==> src/rtl/mmio_pkg.sv <==
// Shared MMIO constants: default bus widths, master indices and lock FSM states.
package mmio_pkg;
    localparam int ADDR_W_DEF = 30;
    localparam int DATA_W_DEF = 32;
    localparam int MST_CPU    = 0;
    localparam int MST_AUX    = 1;

    typedef enum logic {
        ST_IDLE   = 1'b0,
        ST_LOCKED = 1'b1
    } lock_state_e;

    function automatic logic [1:0] idx2oh(input logic idx);
        return idx ? 2'b10 : 2'b01;
    endfunction
endpackage

==> src/rtl/mmio_arbiter_if.sv <==
// Per-master MMIO request/response bundle; the arbiter sees each master through the slave modport.
interface mmio_arbiter_if
    import mmio_pkg::*;
#(
    parameter int ADDR_W = ADDR_W_DEF,
    parameter int DATA_W = DATA_W_DEF
);
    logic                  req;
    logic [ADDR_W-1:0]     addr;
    logic [DATA_W-1:0]     data;
    logic [DATA_W/8-1:0]   mask;
    logic                  wren;
    logic                  lock;
    logic                  gnt;
    logic                  rvalid;
    logic [DATA_W-1:0]     rdata;

    modport master (output req, addr, data, mask, wren, lock, input gnt, rvalid, rdata);
    modport slave  (input req, addr, data, mask, wren, lock, output gnt, rvalid, rdata);
endinterface

==> src/rtl/mmio_arbiter_rr_arb2.sv <==
// Two-input round-robin picker; force_i restricts the grant to owner_i (bus lock).
module rr_arb2
    import mmio_pkg::*;
(
    input  logic [1:0] req_i,
    input  logic       last_i,
    input  logic       force_i,
    input  logic       owner_i,
    output logic [1:0] gnt_o
);
    always_comb begin
        gnt_o = '0;
        if (force_i) begin
            if (req_i[owner_i]) gnt_o = idx2oh(owner_i);
        end else if (&req_i) begin
            gnt_o = idx2oh(~last_i);
        end else begin
            gnt_o = req_i;
        end
    end
endmodule

==> src/rtl/mmio_arbiter.sv <==
// Two-master round-robin arbiter onto the single MMIO crossbar port, 1-cycle registered read data.
// Optional bus locking enabled by defining MMIO_ARB_LOCK_EN.
module mmio_arbiter
    import mmio_pkg::*;
#(
    parameter int ADDR_W   = ADDR_W_DEF,
    parameter int DATA_W   = DATA_W_DEF,
    parameter int LOCK_MAX = 16
) (
    input  logic                clk,
    input  logic                rst,
    mmio_arbiter_if.slave       m0,
    mmio_arbiter_if.slave       m1,
    output logic [ADDR_W-1:0]   o_mmio_addr,
    output logic [DATA_W-1:0]   o_mmio_data,
    output logic [DATA_W/8-1:0] o_mmio_mask,
    output logic                o_mmio_wren,
    input  logic [DATA_W-1:0]   i_mmio_data
);
    logic [1:0]             req, gnt, rd_en;
    logic                   win, any, owner, force_en;
    logic                   last_q, last_d;
    logic [1:0]             rvalid_q;
    logic [1:0][DATA_W-1:0] rdata_q;

    // Masking with rst keeps grants and the crossbar port quiet during reset.
    assign req = {m1.req, m0.req} & {2{~rst}};

    rr_arb2 u_arb (
        .req_i   (req),
        .last_i  (last_q),
        .force_i (force_en),
        .owner_i (owner),
        .gnt_o   (gnt)
    );

    assign m0.gnt = gnt[MST_CPU];
    assign m1.gnt = gnt[MST_AUX];
    assign win    = gnt[MST_AUX];
    assign any    = |gnt;
    assign rd_en  = gnt & ~{m1.wren, m0.wren};

    always_comb begin
        o_mmio_addr = '0;
        o_mmio_data = '0;
        o_mmio_mask = '0;
        o_mmio_wren = 1'b0;
        if (gnt[MST_CPU]) begin
            o_mmio_addr = m0.addr;
            o_mmio_data = m0.data;
            o_mmio_mask = m0.mask;
            o_mmio_wren = m0.wren;
        end else if (gnt[MST_AUX]) begin
            o_mmio_addr = m1.addr;
            o_mmio_data = m1.data;
            o_mmio_mask = m1.mask;
            o_mmio_wren = m1.wren;
        end
    end

    always_ff @(posedge clk or posedge rst) begin
        if (rst) begin
            last_q   <= 1'b1;
            rvalid_q <= '0;
            rdata_q  <= '0;
        end else begin
            last_q   <= last_d;
            rvalid_q <= rd_en;
            for (int i = 0; i < 2; i++)
                if (rd_en[i]) rdata_q[i] <= i_mmio_data;
        end
    end

    assign m0.rvalid = rvalid_q[MST_CPU];
    assign m1.rvalid = rvalid_q[MST_AUX];
    assign m0.rdata  = rdata_q[MST_CPU];
    assign m1.rdata  = rdata_q[MST_AUX];

`ifdef MMIO_ARB_LOCK_EN
    localparam int CNT_W = ($clog2(LOCK_MAX) > 0) ? $clog2(LOCK_MAX) : 1;

    lock_state_e      state_q, state_d;
    logic             owner_q, owner_d;
    logic [CNT_W-1:0] cnt_q, cnt_d;
    logic             lock_w;

    assign lock_w   = win ? m1.lock : m0.lock;
    assign force_en = (state_q == ST_LOCKED);
    assign owner    = owner_q;

    always_comb begin
        state_d = state_q;
        owner_d = owner_q;
        cnt_d   = cnt_q;
        last_d  = any ? win : last_q;
        case (state_q)
            ST_IDLE: begin
                if (any && lock_w) begin
                    state_d = ST_LOCKED;
                    owner_d = win;
                    cnt_d   = '0;
                end
            end
            ST_LOCKED: begin
                cnt_d = cnt_q + 1'b1;
                // Timeout hands priority to the stalled master.
                if (cnt_q == CNT_W'(LOCK_MAX - 1)) begin
                    state_d = ST_IDLE;
                    last_d  = owner_q;
                    cnt_d   = '0;
                end else if (any && !lock_w) begin
                    state_d = ST_IDLE;
                    cnt_d   = '0;
                end
            end
            default: state_d = ST_IDLE;
        endcase
    end

    always_ff @(posedge clk or posedge rst) begin
        if (rst) begin
            state_q <= ST_IDLE;
            owner_q <= 1'b0;
            cnt_q   <= '0;
        end else begin
            state_q <= state_d;
            owner_q <= owner_d;
            cnt_q   <= cnt_d;
        end
    end
`else
    localparam int unused_lock_max = LOCK_MAX;
    logic unused_lock;

    assign unused_lock = m0.lock ^ m1.lock;
    assign force_en    = 1'b0;
    assign owner       = 1'b0;
    assign last_d      = any ? win : last_q;
`endif
endmodule

==> src/flat_wrapper.sv <==
// flat-port wrapper written by rule: the top's interface ports become plain ports
module mmio_arbiter_flat import mmio_pkg::*;
#(
    parameter int ADDR_W   = ADDR_W_DEF,
    parameter int DATA_W   = DATA_W_DEF,
    parameter int LOCK_MAX = 16
)
  (clk, rst, o_mmio_addr, o_mmio_data, o_mmio_mask, o_mmio_wren, i_mmio_data, m0_req, m0_addr, m0_data, m0_mask, m0_wren, m0_lock, m0_gnt, m0_rvalid, m0_rdata, m1_req, m1_addr, m1_data, m1_mask, m1_wren, m1_lock, m1_gnt, m1_rvalid, m1_rdata);
  mmio_arbiter_if #(.ADDR_W(ADDR_W), .DATA_W(DATA_W)) m0_i ();
  mmio_arbiter_if #(.ADDR_W(ADDR_W), .DATA_W(DATA_W)) m1_i ();
  input  logic clk;
  input  logic rst;
  output logic [ADDR_W-1:0] o_mmio_addr;
  output logic [DATA_W-1:0] o_mmio_data;
  output logic [DATA_W/8-1:0] o_mmio_mask;
  output logic o_mmio_wren;
  input  logic [DATA_W-1:0] i_mmio_data;
  input wire logic [$bits(m0_i.req)-1:0] m0_req;
  input wire logic [$bits(m0_i.addr)-1:0] m0_addr;
  input wire logic [$bits(m0_i.data)-1:0] m0_data;
  input wire logic [$bits(m0_i.mask)-1:0] m0_mask;
  input wire logic [$bits(m0_i.wren)-1:0] m0_wren;
  input wire logic [$bits(m0_i.lock)-1:0] m0_lock;
  output wire logic [$bits(m0_i.gnt)-1:0] m0_gnt;
  output wire logic [$bits(m0_i.rvalid)-1:0] m0_rvalid;
  output wire logic [$bits(m0_i.rdata)-1:0] m0_rdata;
  input wire logic [$bits(m1_i.req)-1:0] m1_req;
  input wire logic [$bits(m1_i.addr)-1:0] m1_addr;
  input wire logic [$bits(m1_i.data)-1:0] m1_data;
  input wire logic [$bits(m1_i.mask)-1:0] m1_mask;
  input wire logic [$bits(m1_i.wren)-1:0] m1_wren;
  input wire logic [$bits(m1_i.lock)-1:0] m1_lock;
  output wire logic [$bits(m1_i.gnt)-1:0] m1_gnt;
  output wire logic [$bits(m1_i.rvalid)-1:0] m1_rvalid;
  output wire logic [$bits(m1_i.rdata)-1:0] m1_rdata;
  assign m0_i.req = m0_req;
  assign m0_i.addr = m0_addr;
  assign m0_i.data = m0_data;
  assign m0_i.mask = m0_mask;
  assign m0_i.wren = m0_wren;
  assign m0_i.lock = m0_lock;
  assign m0_gnt = m0_i.gnt;
  assign m0_rvalid = m0_i.rvalid;
  assign m0_rdata = m0_i.rdata;
  assign m1_i.req = m1_req;
  assign m1_i.addr = m1_addr;
  assign m1_i.data = m1_data;
  assign m1_i.mask = m1_mask;
  assign m1_i.wren = m1_wren;
  assign m1_i.lock = m1_lock;
  assign m1_gnt = m1_i.gnt;
  assign m1_rvalid = m1_i.rvalid;
  assign m1_rdata = m1_i.rdata;
  mmio_arbiter #(.ADDR_W(ADDR_W), .DATA_W(DATA_W), .LOCK_MAX(LOCK_MAX)) u_core (.clk(clk), .rst(rst), .m0(m0_i), .m1(m1_i), .o_mmio_addr(o_mmio_addr), .o_mmio_data(o_mmio_data), .o_mmio_mask(o_mmio_mask), .o_mmio_wren(o_mmio_wren), .i_mmio_data(i_mmio_data));
endmodule
==> config.mk <==
export PLATFORM = sky130hd
export DESIGN_NAME = mmio_arbiter_flat
export DESIGN_NICKNAME = d
export VERILOG_FILES = /design/src/rtl/mmio_pkg.sv /design/src/rtl/mmio_arbiter_if.sv /design/src/rtl/mmio_arbiter_rr_arb2.sv /design/src/rtl/mmio_arbiter.sv /design/src/flat_wrapper.sv
export SDC_FILE = /design/constraint.sdc
export NUM_CORES = 1
export LEC_CHECK = 0
export CAP_MARGIN = 20
export CORE_AREA = 2 2 121 123
export DETAILED_ROUTE_END_ITERATION = 8
export DIE_AREA = 0 0 123 125
export PLACE_DENSITY = 0.69
export SYNTH_ARGS = -nofsm -noshare
export SYNTH_HDL_FRONTEND = slang
export SYNTH_SLANG_ARGS = --single-unit
==> constraint.sdc <==
create_clock -name clk -period 4.2 [get_ports clk]
set_input_delay 0.84 -clock clk [delete_from_list [all_inputs] [get_ports clk]]
set_output_delay 0.84 -clock clk [all_outputs]
set_load 0.05 [all_outputs]
==> impl_metrics.tcl <==
set metrics [dict create \
    finalSetupTns_ps 0 \
    place_ws_ps 702 \
    fillCellCount 1223 \
    cp_num_buf_inv 3 \
    viasPerCell 4.58 \
    cts_buffers 9 \
    grt_remaining_overflow 0 \
    synth-compound-area-share_pct 20.3 \
    synth-edff-count 0 \
    drt-total-wl_um 14000 \
    drv_slew 0 \
    arrival_ps 2680 \
    syn-instance-count 230 \
    maxCapViolations 0 \
    cts_sinks 67 \
    port_buffers 304 \
    p_leak_uw 0.00301 \
    cts_hold_buf 0 \
    clkTransAtPathRegs_ps 50 \
    setup_viol 0 \
    ff2ff_setup_slack_ps 2240 \
    required_ps 3360 \
    dpl-instance-area_um2 7030 \
    synth_nets 402 \
    drtAntennaViolNets 0 \
    max_freq_ghz 0.284 \
    cp_max_fo 67 \
    synth.distinct_cells 16 \
    powerDensity_nw_per_um2 480 \
    hold_path_class "reg -> reg" \
    n_antenna_cell 0 \
    fp.dieW_um 123 \
    hold_violations 0 \
    synth_common_cells "a22o_1, dfrtp_1, mux2_2" \
    synth_top_area_share_pct 52.0 \
    utilization_pct 52.0 \
    crit_path_max_incr_delay_ps 640 \
    setup_ws_ps 682 \
    dp_hpwl_um 11000 \
    status "complete, no violations" \
    ys_seq_area_share_pct 52.8 \
    clkLatencyLatePin_ps 320 \
    worstPathCellList "clkdlybuf4s50_1, nand2b_1, a21oi_4, buf_12, a22o_1, buf_12" \
    h-tree-depth 3 \
    grt_max_degree 68 \
    drt_pass1_iterations 4 \
    ir_drop_mv 0.430 \
    async_flop_share_pct 100 \
    start_util_pct 22.4 \
    worstMarginPinSlew_ps 638 \
    crit_slowest_cell "clkdlybuf4s50_1" \
    dpl.cell_count 704 \
    synthAdderAreaFrac_pct 0 \
    synth_top_family_by_area "multiplexers" \
    crit_type "in -> out" \
    yosys_warnings 0 \
    post_synth_and_or_nand_nor_area_fraction_pct 0.512 \
    synthMuxAreaShare_pct 22.7 \
    grt_use_total_pct 17.2 \
    fin_area_um2 7380 \
    die_area_um2 15400 \
    avgSynthCellArea_um2 13.8 \
    num_rows 44 \
    max-slew-margin-rel_pct 57.4 \
    synth_area_leaders "dfrtp_1, mux2_2, a22o_1" \
    drive_above_1_share_pct 30.2 \
    final.min_clock_period_ps 3520 \
    cp_common_cell "buf_12" \
    die_y_um 125 \
    min_period_over_period_pct 83.8 \
    cts_root_buf "clkbuf_16" \
    ys_ff_latch 67 \
    final_nets 703 \
    drc 0 \
    grt_pass1_vias 3408 \
    syn2layout_area_growth_pct 133 \
    cts_max_path_buffers 2 \
    drt_iter0_markers 88 \
    layout.cells.non_filler 720 \
    grt_pass1_wl_um 19800 \
    gp_congestion 0.759 \
    critPathTopFamily "buffers and inverters" \
    post_drt_wl_per_cell_um 19.4 \
    clock_skew_ps 4.12 \
    netlist_area_um2 3180 \
    core_um2 14200 \
    vias 3298 \
    cts_tree "yes" \
    antenna_found_initial 0 \
    ys.flop_type "dfrtp_1" \
    end_kind "primary output" \
    synth_xor_xnor_area_share_pct 0 \
    post_cts_buffers 0 \
    post_cts_resized 0 \
    synth_area_leader_cell "dfrtp_1" \
    cp-start-kind "input port" \
    io_pins 307 \
    grt_setup_unrepaired "false" \
]
[cell usage in the layout, fill, tap and decap left out, drive strengths merged]
cell type | netlist | final
a211oi | 3 | 3
a21oi | 2 | 2
a22o | 66 | 66
buf | 13 | 75
bufinv | 0 | 3
clkbuf | 7 | 10
clkdlybuf4s50 | 0 | 235
clkinv | 0 | 3
dfrtp | 66 | 66
dfstp | 1 | 1
inv | 3 | 3
mux2 | 64 | 64
nand2 | 1 | 1
nand2b | 2 | 2
o21ai | 1 | 1
o21ba | 1 | 1
[stage by stage]
| stage | total power [µW] | hold slack, ps |
|---|---|---|
| floorplan | 1890 | 493 |
| global placement | 2670 | 489 |
| detailed placement | 2700 | 494 |
| CTS | 3580 | 506 |
| global route | 3670 | 512 |
| finish | 3550 | 503 |
[layout make-up]
cell class	count	area, µm²	share of cell area, %
Tap cell	184	230	3.12
Inverter	3	11.3	0.152
Sequential cell	67	1680	22.7
Timing Repair Buffer	310	3700	50.2
Clock inverter	6	113	1.52
Clock buffer	10	239	3.24
Multi-Input combinational cell	140	1410	19.1
[report_power, final]
part	total, µW	leakage [µW]	switching, µW	internal, µW
sequential	892	0.000797	85.6	807
combinational	1780	0.00204	1040	742
clock	871	0.000173	275	596
[sequential cells by signal (all words and copies together) (netlist names)]
signal and flops:
u_core.m0.rdata 32, u_core.last_q 1, u_core.rvalid_q 2, u_core.m1.rdata 32
[layer usage]
layer / share of wire [%] / global-route usage (%)
met4: 1.9 / 5.28
met2: 51 / 31.0
met3: 11 / 6.07
met5: 0 / 0
met1: 36 / 18.5
[cell families (layout without fill, tap and decap cells)]
family | after synthesis | count (layout)
AND/OR/NAND/NOR | 3 | 3
multiplexers | 64 | 64
buffers and inverters | 23 | 329
flip-flops | 67 | 67
AO/OA/AOI/OAI | 73 | 73
[worst paths after layout]
kind	from	end	cells past startpoint
max	m0_req	o_mmio_data[9]	6
min	u_core.m0.rdata[26]	u_core.m0.rdata[26]	1
max reg2reg	u_core.last_q	u_core.m0.rdata[28]	4
min reg2reg	u_core.m0.rdata[26]	u_core.m0.rdata[26]	1
max in group asynchronous	rst	u_core.last_q	3
min in group asynchronous	rst	u_core.m1.rdata[26]	2
Note: power is estimated with default switching activity, not from simulation.
